File: src/rtl/full_adder_1bit_slice_pkg.sv
// Shared arithmetic helpers, parameter defaults and state type for the 1-bit
// full-adder slice.
package full_adder_1bit_slice_pkg;

  localparam bit DEF_REG_OUT   = 1'b1;
  localparam bit DEF_SERIAL_EN = 1'b0;

  // Output-stage occupancy; also exported on the debug port.
  typedef enum logic {
    ST_EMPTY = 1'b0,
    ST_FULL  = 1'b1
  } slice_state_e;

  typedef struct packed {
    logic cout;
    logic sum;
  } fa_res_t;

  function automatic logic fa_sum(input logic a, input logic b, input logic c);
    return a ^ b ^ c;
  endfunction

  function automatic logic fa_maj(input logic a, input logic b, input logic c);
    return (a & b) | (a & c) | (b & c);
  endfunction

  function automatic fa_res_t fa_add(input logic a, input logic b, input logic c);
    fa_res_t r;
    r.sum  = fa_sum(a, b, c);
    r.cout = fa_maj(a, b, c);
    return r;
  endfunction

endpackage

File: src/rtl/full_adder_1bit_slice_if.sv
// Operand/result bundle of the full-adder slice, with master (driver) and
// slave (slice) views.
interface full_adder_1bit_slice_if;

  // Handshake: a beat transfers on a cycle where in_valid && in_ready; a result
  // drains on a cycle where out_valid && out_ready. Neither valid may depend on
  // its own ready.
  logic in_valid;
  logic in_ready;
  logic a;
  logic b;
  logic cin;
  logic first;
  logic sum_comb;
  logic cout_comb;
  logic sum;
  logic cout;
  logic out_valid;
  logic out_ready;

  modport master (
    output in_valid, a, b, cin, first, out_ready,
    input  in_ready, sum_comb, cout_comb, sum, cout, out_valid
  );

  modport slave (
    input  in_valid, a, b, cin, first, out_ready,
    output in_ready, sum_comb, cout_comb, sum, cout, out_valid
  );

endinterface

File: src/rtl/full_adder_1bit_comb.sv
// Pure combinational 1-bit full adder.
module full_adder_1bit_comb
  import full_adder_1bit_slice_pkg::*;
(
  input  logic a,
  input  logic b,
  input  logic ci,
  output logic sum,
  output logic cout
);

  fa_res_t res;

  assign res  = fa_add(a, b, ci);
  assign sum  = res.sum;
  assign cout = res.cout;

endmodule

File: src/rtl/full_adder_1bit_slice.sv
// 1-bit full-adder slice: combinational result path, optional registered
// valid/ready result stage, and optional bit-serial carry register.
module full_adder_1bit_slice
  import full_adder_1bit_slice_pkg::*;
#(
  parameter bit REG_OUT   = DEF_REG_OUT,
  parameter bit SERIAL_EN = DEF_SERIAL_EN
) (
  input  logic                    clk,
  input  logic                    rst_n,
  full_adder_1bit_slice_if.slave  bus,
  output slice_state_e            state_o
);

  logic         ci;
  logic         sum_c;
  logic         cout_c;
  logic         accept;
  logic         carry_q;
  logic         carry_d;
  logic         in_ready_w;
  logic         out_valid_w;
  logic         sum_w;
  logic         cout_w;
  slice_state_e state_w;

  // The stored carry only replaces cin on non-LSB beats of a serial word.
  assign ci = (!SERIAL_EN || bus.first) ? bus.cin : carry_q;

  full_adder_1bit_comb u_comb (
    .a    (bus.a),
    .b    (bus.b),
    .ci   (ci),
    .sum  (sum_c),
    .cout (cout_c)
  );

  assign accept = bus.in_valid && in_ready_w;

  always_comb begin
    carry_d = carry_q;
    if (SERIAL_EN && accept) begin
      carry_d = cout_c;
    end
  end

  always_ff @(posedge clk or negedge rst_n) begin
    if (!rst_n) begin
      carry_q <= 1'b0;
    end else begin
      carry_q <= carry_d;
    end
  end

  if (REG_OUT) begin : g_reg
    slice_state_e state_q;
    slice_state_e state_d;
    logic         sum_q;
    logic         sum_d;
    logic         cout_q;
    logic         cout_d;

    // A new beat overwrites a draining result, giving one beat per cycle.
    always_comb begin
      state_d = state_q;
      sum_d   = sum_q;
      cout_d  = cout_q;
      if (accept) begin
        state_d = ST_FULL;
        sum_d   = sum_c;
        cout_d  = cout_c;
      end else if (state_q == ST_FULL && bus.out_ready) begin
        state_d = ST_EMPTY;
      end
    end

    always_ff @(posedge clk or negedge rst_n) begin
      if (!rst_n) begin
        state_q <= ST_EMPTY;
        sum_q   <= 1'b0;
        cout_q  <= 1'b0;
      end else begin
        state_q <= state_d;
        sum_q   <= sum_d;
        cout_q  <= cout_d;
      end
    end

    assign out_valid_w = (state_q == ST_FULL);
    assign in_ready_w  = !out_valid_w || bus.out_ready;
    assign sum_w       = sum_q;
    assign cout_w      = cout_q;
    assign state_w     = state_q;
  end else begin : g_pass
    // Pass-through: the result port is just a view of the combinational path.
    assign out_valid_w = bus.in_valid;
    assign in_ready_w  = bus.out_ready || !rst_n;
    assign sum_w       = sum_c;
    assign cout_w      = cout_c;
    assign state_w     = bus.in_valid ? ST_FULL : ST_EMPTY;
  end

  assign bus.sum_comb  = sum_c;
  assign bus.cout_comb = cout_c;
  assign bus.sum       = sum_w;
  assign bus.cout      = cout_w;
  assign bus.out_valid = out_valid_w;
  assign bus.in_ready  = in_ready_w;
  assign state_o       = state_w;

endmodule

File: src/flat_wrapper.sv
// flat-port wrapper written by rule: the top's interface ports become plain ports
module full_adder_1bit_slice_flat import full_adder_1bit_slice_pkg::*;
#(
  parameter bit REG_OUT   = DEF_REG_OUT,
  parameter bit SERIAL_EN = DEF_SERIAL_EN
)
  (clk, rst_n, state_o, bus_in_valid, bus_a, bus_b, bus_cin, bus_first, bus_out_ready, bus_in_ready, bus_sum_comb, bus_cout_comb, bus_sum, bus_cout, bus_out_valid);
  full_adder_1bit_slice_if bus_i ();
  input  logic clk;
  input  logic rst_n;
  output slice_state_e state_o;
  input wire logic [$bits(bus_i.in_valid)-1:0] bus_in_valid;
  input wire logic [$bits(bus_i.a)-1:0] bus_a;
  input wire logic [$bits(bus_i.b)-1:0] bus_b;
  input wire logic [$bits(bus_i.cin)-1:0] bus_cin;
  input wire logic [$bits(bus_i.first)-1:0] bus_first;
  input wire logic [$bits(bus_i.out_ready)-1:0] bus_out_ready;
  output wire logic [$bits(bus_i.in_ready)-1:0] bus_in_ready;
  output wire logic [$bits(bus_i.sum_comb)-1:0] bus_sum_comb;
  output wire logic [$bits(bus_i.cout_comb)-1:0] bus_cout_comb;
  output wire logic [$bits(bus_i.sum)-1:0] bus_sum;
  output wire logic [$bits(bus_i.cout)-1:0] bus_cout;
  output wire logic [$bits(bus_i.out_valid)-1:0] bus_out_valid;
  assign bus_i.in_valid = bus_in_valid;
  assign bus_i.a = bus_a;
  assign bus_i.b = bus_b;
  assign bus_i.cin = bus_cin;
  assign bus_i.first = bus_first;
  assign bus_i.out_ready = bus_out_ready;
  assign bus_in_ready = bus_i.in_ready;
  assign bus_sum_comb = bus_i.sum_comb;
  assign bus_cout_comb = bus_i.cout_comb;
  assign bus_sum = bus_i.sum;
  assign bus_cout = bus_i.cout;
  assign bus_out_valid = bus_i.out_valid;
  full_adder_1bit_slice #(.REG_OUT(REG_OUT), .SERIAL_EN(SERIAL_EN)) u_core (.clk(clk), .rst_n(rst_n), .bus(bus_i), .state_o(state_o));
endmodule
File: config.mk
export PLATFORM = sky130hd
export DESIGN_NAME = full_adder_1bit_slice_flat
export DESIGN_NICKNAME = d
export VERILOG_FILES = /design/src/rtl/full_adder_1bit_slice_pkg.sv /design/src/rtl/full_adder_1bit_slice_if.sv /design/src/rtl/full_adder_1bit_comb.sv /design/src/rtl/full_adder_1bit_slice.sv /design/src/flat_wrapper.sv
export SDC_FILE = /design/constraint.sdc
export NUM_CORES = 1
export LEC_CHECK = 0
export ABC_AREA = 1
export BUFFER_PORTS_ARGS = -buffer_cell sky130_fd_sc_hd__buf_2
export CAP_MARGIN = 20
export CORE_AREA = 2 2 39 41
export CTS_BUF_LIST = sky130_fd_sc_hd__clkbuf_2
export DETAILED_ROUTE_END_ITERATION = 8
export DIE_AREA = 0 0 41 43
export PLACE_DENSITY = 0.37
export SYNTH_ARGS = -nofsm -noshare
export SYNTH_HDL_FRONTEND = slang
export SYNTH_HIERARCHICAL = 1
export SYNTH_SLANG_ARGS = --single-unit
File: constraint.sdc
create_clock -name clk -period 1.5 [get_ports clk]
set_clock_uncertainty 0.15 [all_clocks]
set_input_delay 0.225 -clock clk [delete_from_list [all_inputs] [get_ports clk]]
set_output_delay 0.225 -clock clk [all_outputs]
set_load 0.02 [all_outputs]
==> flow_metrics.env <==
export IMPL_status="finished clean"
export IMPL_clk_pin_slew_ns=0.04
export IMPL_grtUsageTotal_pct=5.24
export IMPL_hold_class="primary input to flop"
export IMPL_period_share_pct=95.0
export IMPL_cp_start_kind="primary input"
export IMPL_routed_via_density=3.50
export IMPL_htree_levels=1
export IMPL_syn_inst=15
export IMPL_relSlewSlack_pct=90.0
export IMPL_core_area_mm2=0.00138
export IMPL_syn2layout_area_growth_pct=68.3
export IMPL_cts_tree="done"
export IMPL_cp_startpoint="bus_a"
export IMPL_avgSynthCellArea_um2=10.5
export IMPL_clock_latency_ns=0.20
export IMPL_fin_util_pct=19.2
export IMPL_start_util_pct=11.4
export IMPL_drt_total_wl_um=364
export IMPL_cts_root_buf="clkbuf_2"
export IMPL_syn_num_nets=24
export IMPL_drive_gt1_share_pct=62.5
export IMPL_clock_fmax_mhz=702
export IMPL_p_per_area_mw_per_mm2=1150
export IMPL_nNetsFinal=42
export IMPL_synthesis_area_um2=158
export IMPL_synth_adder_area_share_pct=12.7
export IMPL_die_x_um=41
export IMPL_synth_seq_cells=3
export IMPL_die_area_mm2=0.00176
export IMPL_ir_worst_vdd_mv=0.214
export IMPL_clock_sinks=3
export IMPL_critPathArrivalTime_ns=1.05
export IMPL_synth_cell_types=7
export IMPL_yosysWarnings=6
export IMPL_drc=0
export IMPL_place_ws_ns=0.0709
export IMPL_num_io_pins=15
export IMPL_maxCapViolCount=0
export IMPL_gp_congestion=0.557
export IMPL_finalHoldViolCount=0
export IMPL_dr_first_iter_drc_count=2
export IMPL_cts_max_path_buffers=2
export IMPL_rr_startpoint="u_core/bus.out_valid$_DFFE_PN0P_"
export IMPL_criticalPathCategory="primary input to output port"
export IMPL_wl_per_cell_um=7.58
export IMPL_crit_end="bus_sum_comb"
export IMPL_grt_pass1_wl_um=572
export IMPL_fin_setup_tns_ns=0
export IMPL_reg2reg_setup_slack_ns=0.57
export IMPL_grt_pass1_vias=156
export IMPL_r2r_end="u_core/bus.cout$_DFFE_PN0P_"
export IMPL_crit_path_max_fanout=2
export IMPL_synth_top_family_by_area="simple AND/OR/NAND/NOR gates"
export IMPL_cts_buffers=3
export IMPL_grt_overflow_total=0
export IMPL_finalSetupViolCount=0
export IMPL_worstPathRequired_ns=1.12
export IMPL_cellLeakagePower_uw=0.000153
export IMPL_io_buffers=13
export IMPL_synth_mux_area_share_pct=0
export IMPL_chipHeight_um=43
export IMPL_total_power_uw=306
export IMPL_crit_path_end_kind="output port"
export IMPL_rsz0062_at_grt="false"
export IMPL_slew_viol_final=0
export IMPL_grt_max_degree=6
export IMPL_rows=14
export IMPL_reg2regPathDepth=4
export IMPL_yosys_area_share_simple_pct=32.5
export IMPL_antenna_cells=0
export IMPL_period_needed_ns=1.42
export IMPL_antenna_found_initial=0
export IMPL_worst_slew_pin_slew_ns=0.150
export IMPL_antenna_left=0
export IMPL_seq_area_frac_synth_pct=47.6
export IMPL_synth_xor_area_share_pct=0
export IMPL_fin_ws_ns=0.0754
export IMPL_synth_compound_area_share_pct=0
export IMPL_dp_hpwl_um=324
export IMPL_vias=168
export IMPL_dr_pass1_iters=4
## per-layer routing
layer | up-vias | global-route usage, % | part of all wire [%]
met3 | 2 | 1.57 | 15
met2 | 15 | 7.19 | 39
li1 | 79 | - | -
met5 | - | 0 | 0
met4 | 0 | 6.00 | 4.7
met1 | 72 | 5.52 | 42
## Yosys cell counts
cell     n  area [um^2]
nand2_1  5         18.8
dfrtp_1  3         75.1
nand2_4  2         22.5
nand3_1  2         10.0
buf_4    1         7.51
fa_1     1         20.0
inv_2    1         3.75
## area by class of cell
cell class / instances / area, um^2
clock buffer: 4 / 20.0
fill: 161 / 1120
inverter: 1 / 3.75
multi-input combinational: 10 / 71.3
sequential: 3 / 75.1
tap: 16 / 20.0
timing repair buffer: 14 / 75.1
## placed cells by master, fill, tap and decap left out
master,instances
dfrtp_1,3
nand2_4,2
dlygate4sd3_1,1
buf_2,13
nand3_1,2
nand2_1,5
fa_1,1
clkbuf_2,4
inv_2,1
## report_power, final
group	leakage [uW]	total, uW	switching [uW]	internal, uW
Combinational	0.000101	94.6	59.8	34.8
Sequential	0.0000360	102	8.66	93.6
Clock	0.0000166	109	39.2	70.3
Total	0.000153	306	108	199
## flip-flops by register name (all words and copies together) (netlist names)
name	flops
u_core/bus.cout	1
u_core/bus.out_valid	1
u_core/bus.sum	1
## cells by family (layout without fill, tap and decap cells)
group                      count (synthesis)  after routing
and+or+nand+nor                            9              9
DFF                                        3              3
adders and majority gates                  1              1
buffers and inverters                      2             19
## worst max-delay path: stages
cell	delay (ns)
buf_2	0.11
fa_1	0.55
buf_2	0.17
## worst min-delay path by stage
stage | slack (ns) | from | endpoint | depth (start not counted)
2_1_floorplan | -0.22 | rst_n | u_core/bus.cout$_DFFE_PN0P_ | 0
3_3_place_gp | -0.13 | rst_n | u_core/bus.out_valid$_DFFE_PN0P_ | 1
3_5_place_dp | -0.13 | rst_n | u_core/bus.sum$_DFFE_PN0P_ | 1
4_1_cts | 0.14 | bus_in_valid | u_core/bus.out_valid$_DFFE_PN0P_ | 3
5_1_grt | 0.14 | bus_in_valid | u_core/bus.out_valid$_DFFE_PN0P_ | 3
6_report | 0.14 | bus_in_valid | u_core/bus.out_valid$_DFFE_PN0P_ | 3
## repair_timing
item | 4_1_cts | 5_1_grt
setup endpoints to repair | 0 | 0
gates resized for setup | 0 | 0
hold buffers | 1 | 0
endpoints found under the hold margin | 3 | 0
setup buffers | 0 | 0
## metrics by stage
| stage | cell area [um^2] | instances | hold WS [ns] |
|---|---|---|---|
| after floorplan | 158 | 15 | -0.221 |
| after global placement | 235 | 43 | -0.130 |
| after detailed placement | 235 | 43 | -0.129 |
| after CTS | 265 | 48 | 0.139 |
| after global routing | 265 | 48 | 0.137 |
| final | 265 | 48 | 0.142 |
Note: power is estimated with default switching activity, not from simulation.
